**src/rtl/fifo_pkt_writer.sv**
```systemverilog
// Drains length-prefixed packets from the byte FIFO and writes
// their payload bytes into a ring buffer in packet RAM.
module fifo_pkt_writer #(
   parameter int pBITS   = 8,
   parameter int pADDR_W = 8,
   parameter int pCNT_W  = 16
) (
   input  logic               iclk,
   input  logic               ireset_n,
   input  logic               ienable,
   input  logic               ififo_empty,
   input  logic [pBITS-1:0]   ififo_data,
   output logic               ofifo_rd,
   output logic               omem_we,
   output logic [pADDR_W-1:0] omem_addr,
   output logic [pBITS-1:0]   omem_data,
   output logic               obusy,
   output logic               opkt_done,
   output logic [pBITS-1:0]   opkt_len,
   output logic [pCNT_W-1:0]  opkt_cnt,
   output logic               oerr
);

   typedef enum logic [1:0] {
      sIdle,
      sPayload,
      sDone
   } stateT;

   stateT              state;
   logic [pADDR_W-1:0] wptr;
   logic [pBITS-1:0]   remaining;
   logic [pBITS-1:0]   lenReg;

   always_comb begin
      ofifo_rd = 1'b0;
      unique case (state)
         sIdle:    ofifo_rd = ienable & ~ififo_empty;
         sPayload: ofifo_rd = ~ififo_empty;
         default:  ofifo_rd = 1'b0;
      endcase
   end

   assign obusy = (state != sIdle);

   always_ff @(posedge iclk or negedge ireset_n) begin
      if (!ireset_n) begin
         state     <= sIdle;
         wptr      <= '0;
         remaining <= '0;
         lenReg    <= '0;
         omem_we   <= 1'b0;
         omem_addr <= '0;
         omem_data <= '0;
         opkt_done <= 1'b0;
         opkt_len  <= '0;
         opkt_cnt  <= '0;
         oerr      <= 1'b0;
      end else begin
         omem_we   <= 1'b0;
         opkt_done <= 1'b0;
         oerr      <= 1'b0;
         unique case (state)
            sIdle: begin
               // A zero-length header carries no payload: flag and drop it
               if (ofifo_rd) begin
                  if (ififo_data == '0) begin
                     oerr <= 1'b1;
                  end else begin
                     remaining <= ififo_data;
                     lenReg    <= ififo_data;
                     state     <= sPayload;
                  end
               end
            end
            sPayload: begin
               if (ofifo_rd) begin
                  omem_we   <= 1'b1;
                  omem_addr <= wptr;
                  omem_data <= ififo_data;
                  wptr      <= wptr + 1'b1;
                  remaining <= remaining - 1'b1;
                  // Completion status lands together with the last write
                  if (remaining == pBITS'(1)) begin
                     state     <= sDone;
                     opkt_done <= 1'b1;
                     opkt_len  <= lenReg;
                     opkt_cnt  <= opkt_cnt + 1'b1;
                  end
               end
            end
            sDone: begin
               state <= sIdle;
            end
            default: begin
               state <= sIdle;
            end
         endcase
      end
   end

endmodule

```
**config.mk**
```make
export PLATFORM = sky130hd
export DESIGN_NAME = fifo_pkt_writer
export DESIGN_NICKNAME = d
export VERILOG_FILES = /design/src/rtl/fifo_pkt_writer.sv
export SDC_FILE = /design/constraint.sdc
export NUM_CORES = 1
export LEC_CHECK = 0
export CORE_MARGIN = 2
export CORE_UTILIZATION = 40
export CTS_CLUSTER_DIAMETER = 80
export DETAILED_ROUTE_END_ITERATION = 8
export PLACE_DENSITY = 0.71
export SETUP_SLACK_MARGIN = 0.15
export SYNTH_ARGS = -nofsm -noshare
export SYNTH_HDL_FRONTEND = slang
export SYNTH_SLANG_ARGS = --single-unit
```
**constraint.sdc**
```tcl
create_clock -name iclk -period 1.55 [get_ports iclk]
set_input_delay 0.2325 -clock iclk [delete_from_list [all_inputs] [get_ports iclk]]
set_output_delay 0.2325 -clock iclk [all_outputs]
set_load 0.005 [all_outputs]
```
==> impl_results.html <==
<table>
<tr><th>Metric</th><th>Value</th></tr>
<tr><th colspan="2">Outcome</th></tr>
<tr><td>Status</td><td>complete, but fails checks</td></tr>
<tr><td>Failing checks</td><td>setup timing</td></tr>
<tr><th colspan="2">Route</th></tr>
<tr><td>Starting DRT DRC Count</td><td>103</td></tr>
<tr><td>Routed WL per cell</td><td>16.17 um</td></tr>
<tr><td>Total number of vias</td><td>between 2000 and 3000</td></tr>
<tr><td>Final wirelength</td><td>8471 um</td></tr>
<tr><td>Iteration count of the initial detailed-routing pass</td><td>4</td></tr>
<tr><td>Average vias per placed instance</td><td>around 5</td></tr>
<tr><td>Final antenna-violating net count</td><td>0</td></tr>
<tr><td>Drc violations</td><td>0</td></tr>
<tr><th colspan="2">Global route</th></tr>
<tr><td>GR Util met1</td><td>25.33%</td></tr>
<tr><td>Global routing met3 resource utilization</td><td>4.848%</td></tr>
<tr><td>Number of global-route vias before repair</td><td>2691</td></tr>
<tr><td>Global-route congestion overflow total</td><td>0</td></tr>
<tr><td>Total track usage</td><td>19.87%</td></tr>
<tr><td>Largest net degree at the start of global routing</td><td>70</td></tr>
<tr><td>Global-route wire length before repair</td><td>13220 um</td></tr>
<tr><td>Global routing met2 resource utilization</td><td>32.72%</td></tr>
<tr><td>Number of antenna violations at the first check in global routing</td><td>0</td></tr>
<tr><td>Layer carrying the most global-route usage</td><td>met2</td></tr>
<tr><th colspan="2">Cells and area</th></tr>
<tr><td>Summed area of non-filler cells in the final layout</td><td>4961 um2</td></tr>
<tr><td>Area overhead of the layout relative to synthesis</td><td>61.18%</td></tr>
<tr><td>Final standard cell utilization of the core</td><td>67.32%</td></tr>
<tr><td>Filler-free cell count of the finished design</td><td>around 520</td></tr>
<tr><td>Fill count</td><td>554</td></tr>
<tr><td>Share of cells above drive strength 1</td><td>40.47%</td></tr>
<tr><td>Net count, final</td><td>436</td></tr>
<tr><td>Area of the multi-input gates</td><td>1510 um2</td></tr>
<tr><td>Sequential cell area in the final layout</td><td>1732 um2</td></tr>
<tr><td>Antenna Cells</td><td>0</td></tr>
<tr><th colspan="2">Power and ir drop</th></tr>
<tr><td>Total net switching power</td><td>2.027 mW</td></tr>
<tr><td>Overall power of the completed layout</td><td>around 6.6 mW</td></tr>
<tr><td>Part of the total power dissipated in sequential elements</td><td>roughly two fifths</td></tr>
<tr><td>Comb power frac</td><td>35.4%</td></tr>
<tr><td>Switching share of power</td><td>30.50%</td></tr>
<tr><td>Power per Cell Area</td><td>about 1300 nW/um2</td></tr>
<tr><td>Internal power</td><td>4.619 mW</td></tr>
<tr><td>P_leak</td><td>2.595 nW</td></tr>
<tr><td>Clock network power share</td><td>about a quarter</td></tr>
<tr><td>Worst vdd rail ir drop</td><td>around 0.66 mV</td></tr>
<tr><th colspan="2">Setup path</th></tr>
<tr><td>Worst-path maximum fanout</td><td>4</td></tr>
<tr><td>Most frequent cell on the critical path</td><td>buf_6</td></tr>
<tr><td>Reg-to-reg setup timing slack</td><td>-0.12 ns</td></tr>
<tr><td>FF-to-FF path depth</td><td>8</td></tr>
<tr><td>Timing endpoint of the critical path</td><td>wptr[5]</td></tr>
<tr><td>Slowest cell on the critical path</td><td>dfrtp_1</td></tr>
<tr><td>Required arrival time at the worst endpoint</td><td>approximately 1.8 ns</td></tr>
<tr><td>Worst setup path start</td><td>state[1]</td></tr>
<tr><td>Crit Path Class</td><td>reg -&gt; reg</td></tr>
<tr><td>Critical path arrival</td><td>1.90 ns</td></tr>
<tr><td>Startpoint Class</td><td>flip-flop</td></tr>
<tr><td>Startpoint of the worst-slack reg-to-reg timing path</td><td>state[1]</td></tr>
<tr><td>Worst Setup End Kind</td><td>flip-flop</td></tr>
<tr><td>Series of cell instances along the critical path</td><td>buf_6 &gt; buf_6 &gt; nor3b_4 &gt; buf_6 &gt; buf_4 &gt; and4_4 &gt; nand3_2 &gt; xnor2_1</td></tr>
<tr><td>Capture instance of the worst register-to-register path</td><td>wptr[5]</td></tr>
<tr><td>Slowest stage delay, CP</td><td>0.39 ns</td></tr>
<tr><th colspan="2">Synth</th></tr>
<tr><td>Post-synthesis area per instance</td><td>11.48 um2</td></tr>
<tr><td>Cell area after technology mapping</td><td>around 3100 um2</td></tr>
<tr><td>Net count of the mapped netlist</td><td>~280</td></tr>
<tr><td>Leading cell types by total area after synthesis</td><td>dfrtp_1, mux2_2, nand2_1, xnor2_1, nand4_1</td></tr>
<tr><td>Seq cells post-synth</td><td>69</td></tr>
<tr><td>Share of synthesized area occupied by flip-flops and latches</td><td>56.10%</td></tr>
<tr><td>Top cell type by total area after synthesis</td><td>dfrtp_1</td></tr>
<tr><td>Number of flops mapped to enable cells by yosys</td><td>0</td></tr>
<tr><td>Number of distinct library cells after synthesis</td><td>47</td></tr>
<tr><td>Prevailing post-synth register cell</td><td>dfrtp_1</td></tr>
<tr><td>Yosys synthesis warning count</td><td>0</td></tr>
<tr><td>Number of cells produced by synthesis</td><td>roughly 270</td></tr>
<tr><td>Area share of the largest cell type after synthesis</td><td>56.10%</td></tr>
<tr><td>Share of flip-flops with an asynchronous set or reset after synthesis</td><td>100.0%</td></tr>
<tr><th colspan="2">CTS</th></tr>
<tr><td>CTS clk-pin slew, worst paths</td><td>0.08 ns</td></tr>
<tr><td>Cts bufs inserted</td><td>9</td></tr>
<tr><td>Clock latency reported for the late side of the worst-skew pair</td><td>around 0.34 ns</td></tr>
<tr><td>CTS sink count</td><td>69</td></tr>
<tr><td>CTS tree</td><td>built</td></tr>
<tr><td>CTS root buffer</td><td>clkbuf_8</td></tr>
<tr><td>Htree depth</td><td>3</td></tr>
<tr><td>Number of buffers on the longest clock path</td><td>2</td></tr>
<tr><th colspan="2">Timing</th></tr>
<tr><td>Upper clock frequency limit</td><td>about 600 MHz</td></tr>
<tr><td>Setup violation total in the final timing report</td><td>55</td></tr>
<tr><td>Minimum hold slack</td><td>~0.45 ns</td></tr>
<tr><td>Setup ws final</td><td>-0.1220 ns</td></tr>
<tr><td>Final critical-path required period</td><td>1.672 ns</td></tr>
<tr><td>Hold Violations, Final</td><td>0</td></tr>
<tr><td>Unrepaired setup endpoints after global routing</td><td>true</td></tr>
<tr><td>Max-slew violations</td><td>0</td></tr>
<tr><td>Largest clock skew in the final design</td><td>0.007836 ns</td></tr>
<tr><td>Tcrit/Tclk final</td><td>107.9%</td></tr>
<tr><td>Transition time at the pin with the least slew margin</td><td>0.3698 ns</td></tr>
<tr><td>Tightest slew margin relative to the limit</td><td>75.35%</td></tr>
<tr><td>Setup TNS Final</td><td>-3.313 ns</td></tr>
<tr><th colspan="2">Worst hold path</th></tr>
<tr><td>Type of the most critical hold path</td><td>in -&gt; reg</td></tr>
<tr><th colspan="2">Die</th></tr>
<tr><td>Area of the die</td><td>8413 um2</td></tr>
<tr><td>Die outline width</td><td>91.72 um</td></tr>
<tr><td>Cell row count</td><td>31</td></tr>
<tr><td>Vertical extent of the die</td><td>a little over 90 um</td></tr>
<tr><td>IO Count</td><td>57</td></tr>
<tr><td>Core box area</td><td>7370 um2</td></tr>
<tr><td>Starting utilization of the core area</td><td>41.77%</td></tr>
<tr><th colspan="2">Placement</th></tr>
<tr><td>Detail Placement HPWL</td><td>5220 um</td></tr>
<tr><td>Post-Place Setup Slack</td><td>-0.4354 ns</td></tr>
<tr><td>Count of buffers inserted at the top-level ports</td><td>56</td></tr>
<tr><td>Final RePlAce weighted congestion</td><td>0.9135</td></tr>
<tr><td>Placed inst area</td><td>roughly 4000 um2</td></tr>
<tr><td>Total instance count after detailed placement</td><td>455</td></tr>
<tr><th colspan="2">Run</th></tr>
<tr><td>Max Cap Violations</td><td>0</td></tr>
</table>
[synth_stat cells (all sizes together), types with 4 or more instances]
library cell,n
a21oi,4
and4,4
buf,7
clkbuf,5
dfrtp,69
ha,4
inv,8
mux2,19
nand2,51
nand3,9
nand4,10
nor2,8
nor4,4
o211ai,4
o21ai,4
xnor2,19
[sequential cells by signal, summed over array words and instances (netlist names)]
signal	flops
omem_data	8
omem_addr	8
opkt_done	1
wptr	8
state	2
omem_we	1
opkt_cnt	16
remaining	8
oerr	1
lenReg	8
opkt_len	8
[critical path, delay by kind of cell, from the launching register on]
kind                   cells  cell delay (ns)
buffers and inverters      4             0.52
XOR/XNOR                   1             0.13
flip-flops                 1             0.39
AND/OR/NAND/NOR            3             0.52
[cells in the final DEF, fill, tap and decap left out, types with 2 or more instances in the layout]
master / netlist / layout
xnor2_1: 19 / 19
o21ai_0: 4 / 2
o211a_1: 3 / 3
nor3b_4: 1 / 2
nand3_2: 0 / 3
dlymetal6s2s_1: 0 / 2
buf_12: 0 / 2
nand3_1: 9 / 5
and4_4: 0 / 2
clkbuf_1: 5 / 3
and3_1: 3 / 3
buf_4: 0 / 72
nand4_1: 10 / 10
a22o_1: 3 / 3
nor2_4: 0 / 3
xor2_1: 3 / 3
nand2_2: 0 / 3
nor3_1: 2 / 2
mux2_4: 1 / 19
dfrtp_2: 0 / 4
ha_1: 4 / 3
nor4_4: 1 / 2
dfrtp_1: 69 / 65
buf_6: 2 / 19
clkbuf_8: 0 / 10
nand2_1: 51 / 47
dlygate4sd2_1: 0 / 46
inv_1: 7 / 6
bufinv_16: 0 / 2
buf_2: 5 / 4
a21oi_2: 0 / 3
and4_1: 4 / 2
o211ai_1: 4 / 4
nor2_1: 8 / 5
clkdlybuf4s50_1: 0 / 5
[area by class of cell]
class                      count  share of cell area, %
inverter                       8                 0.7062
sequential                    69                  34.91
timing repair buffer         153                  27.06
clock buffer                  13                  3.001
tap                           99                  2.497
clock inverter                 3                  1.387
multi-input combinational    179                  30.44
[per-layer routing]
layer,wire length [um],vias to the layer above
met5,0,-
met4,202,0
met3,472,18
met2,4267,98
met1,3528,1302
li1,-,1247
[timing repair]
action / CTS / global route
endpoints found under the hold margin: 69 / 0
cloned: 2 / 1
setup endpoints to repair: 109 / 72
gates resized for setup: 93 / 39
pin swaps: 20 / 11
setup buffers: 41 / 8
hold buffers: 1 / 0
[power groups by stage]
stage               Sequential, mW  Clock (mW)  Combinational, mW
floorplan                     2.63           0              0.980
global placement              2.66           0               1.81
detailed placement            2.68           0               1.86
CTS                           2.63        1.65               2.05
global route                  2.74        1.74               2.55
finish                        2.67        1.62               2.35
[cell families (layout without fill, tap and decap cells)]
kind of cell | Yosys count | in the layout | share of synthesized area (%)
adder cells (fa/ha/maj) | 4 | 4 | 1.626
XOR/XNOR | 22 | 22 | 6.260
AND/OR/NAND/NOR | 103 | 103 | 18.05
buffers and inverters | 20 | 177 | 3.130
flip-flops | 69 | 69 | 56.10
AO/OA/AOI/OAI | 30 | 30 | 7.440
multiplexers | 20 | 20 | 7.398
[worst min path at each step]
| stage | cells past startpoint | from | to | slack, ns |
|---|---|---|---|---|
| global placement | 2 | ireset_n | omem_addr[4] | 0.28 |
| finish | 4 | ififo_data[7] | lenReg[7] | 0.45 |
| detailed placement | 2 | ireset_n | omem_addr[3] | 0.29 |
| CTS | 4 | ififo_data[7] | lenReg[7] | 0.42 |
| floorplan | 0 | ireset_n | lenReg[0] | -0.06 |
| global route | 3 | ififo_data[4] | lenReg[4] | 0.46 |
No activity file was read; power rests on OpenSTA's default activity.
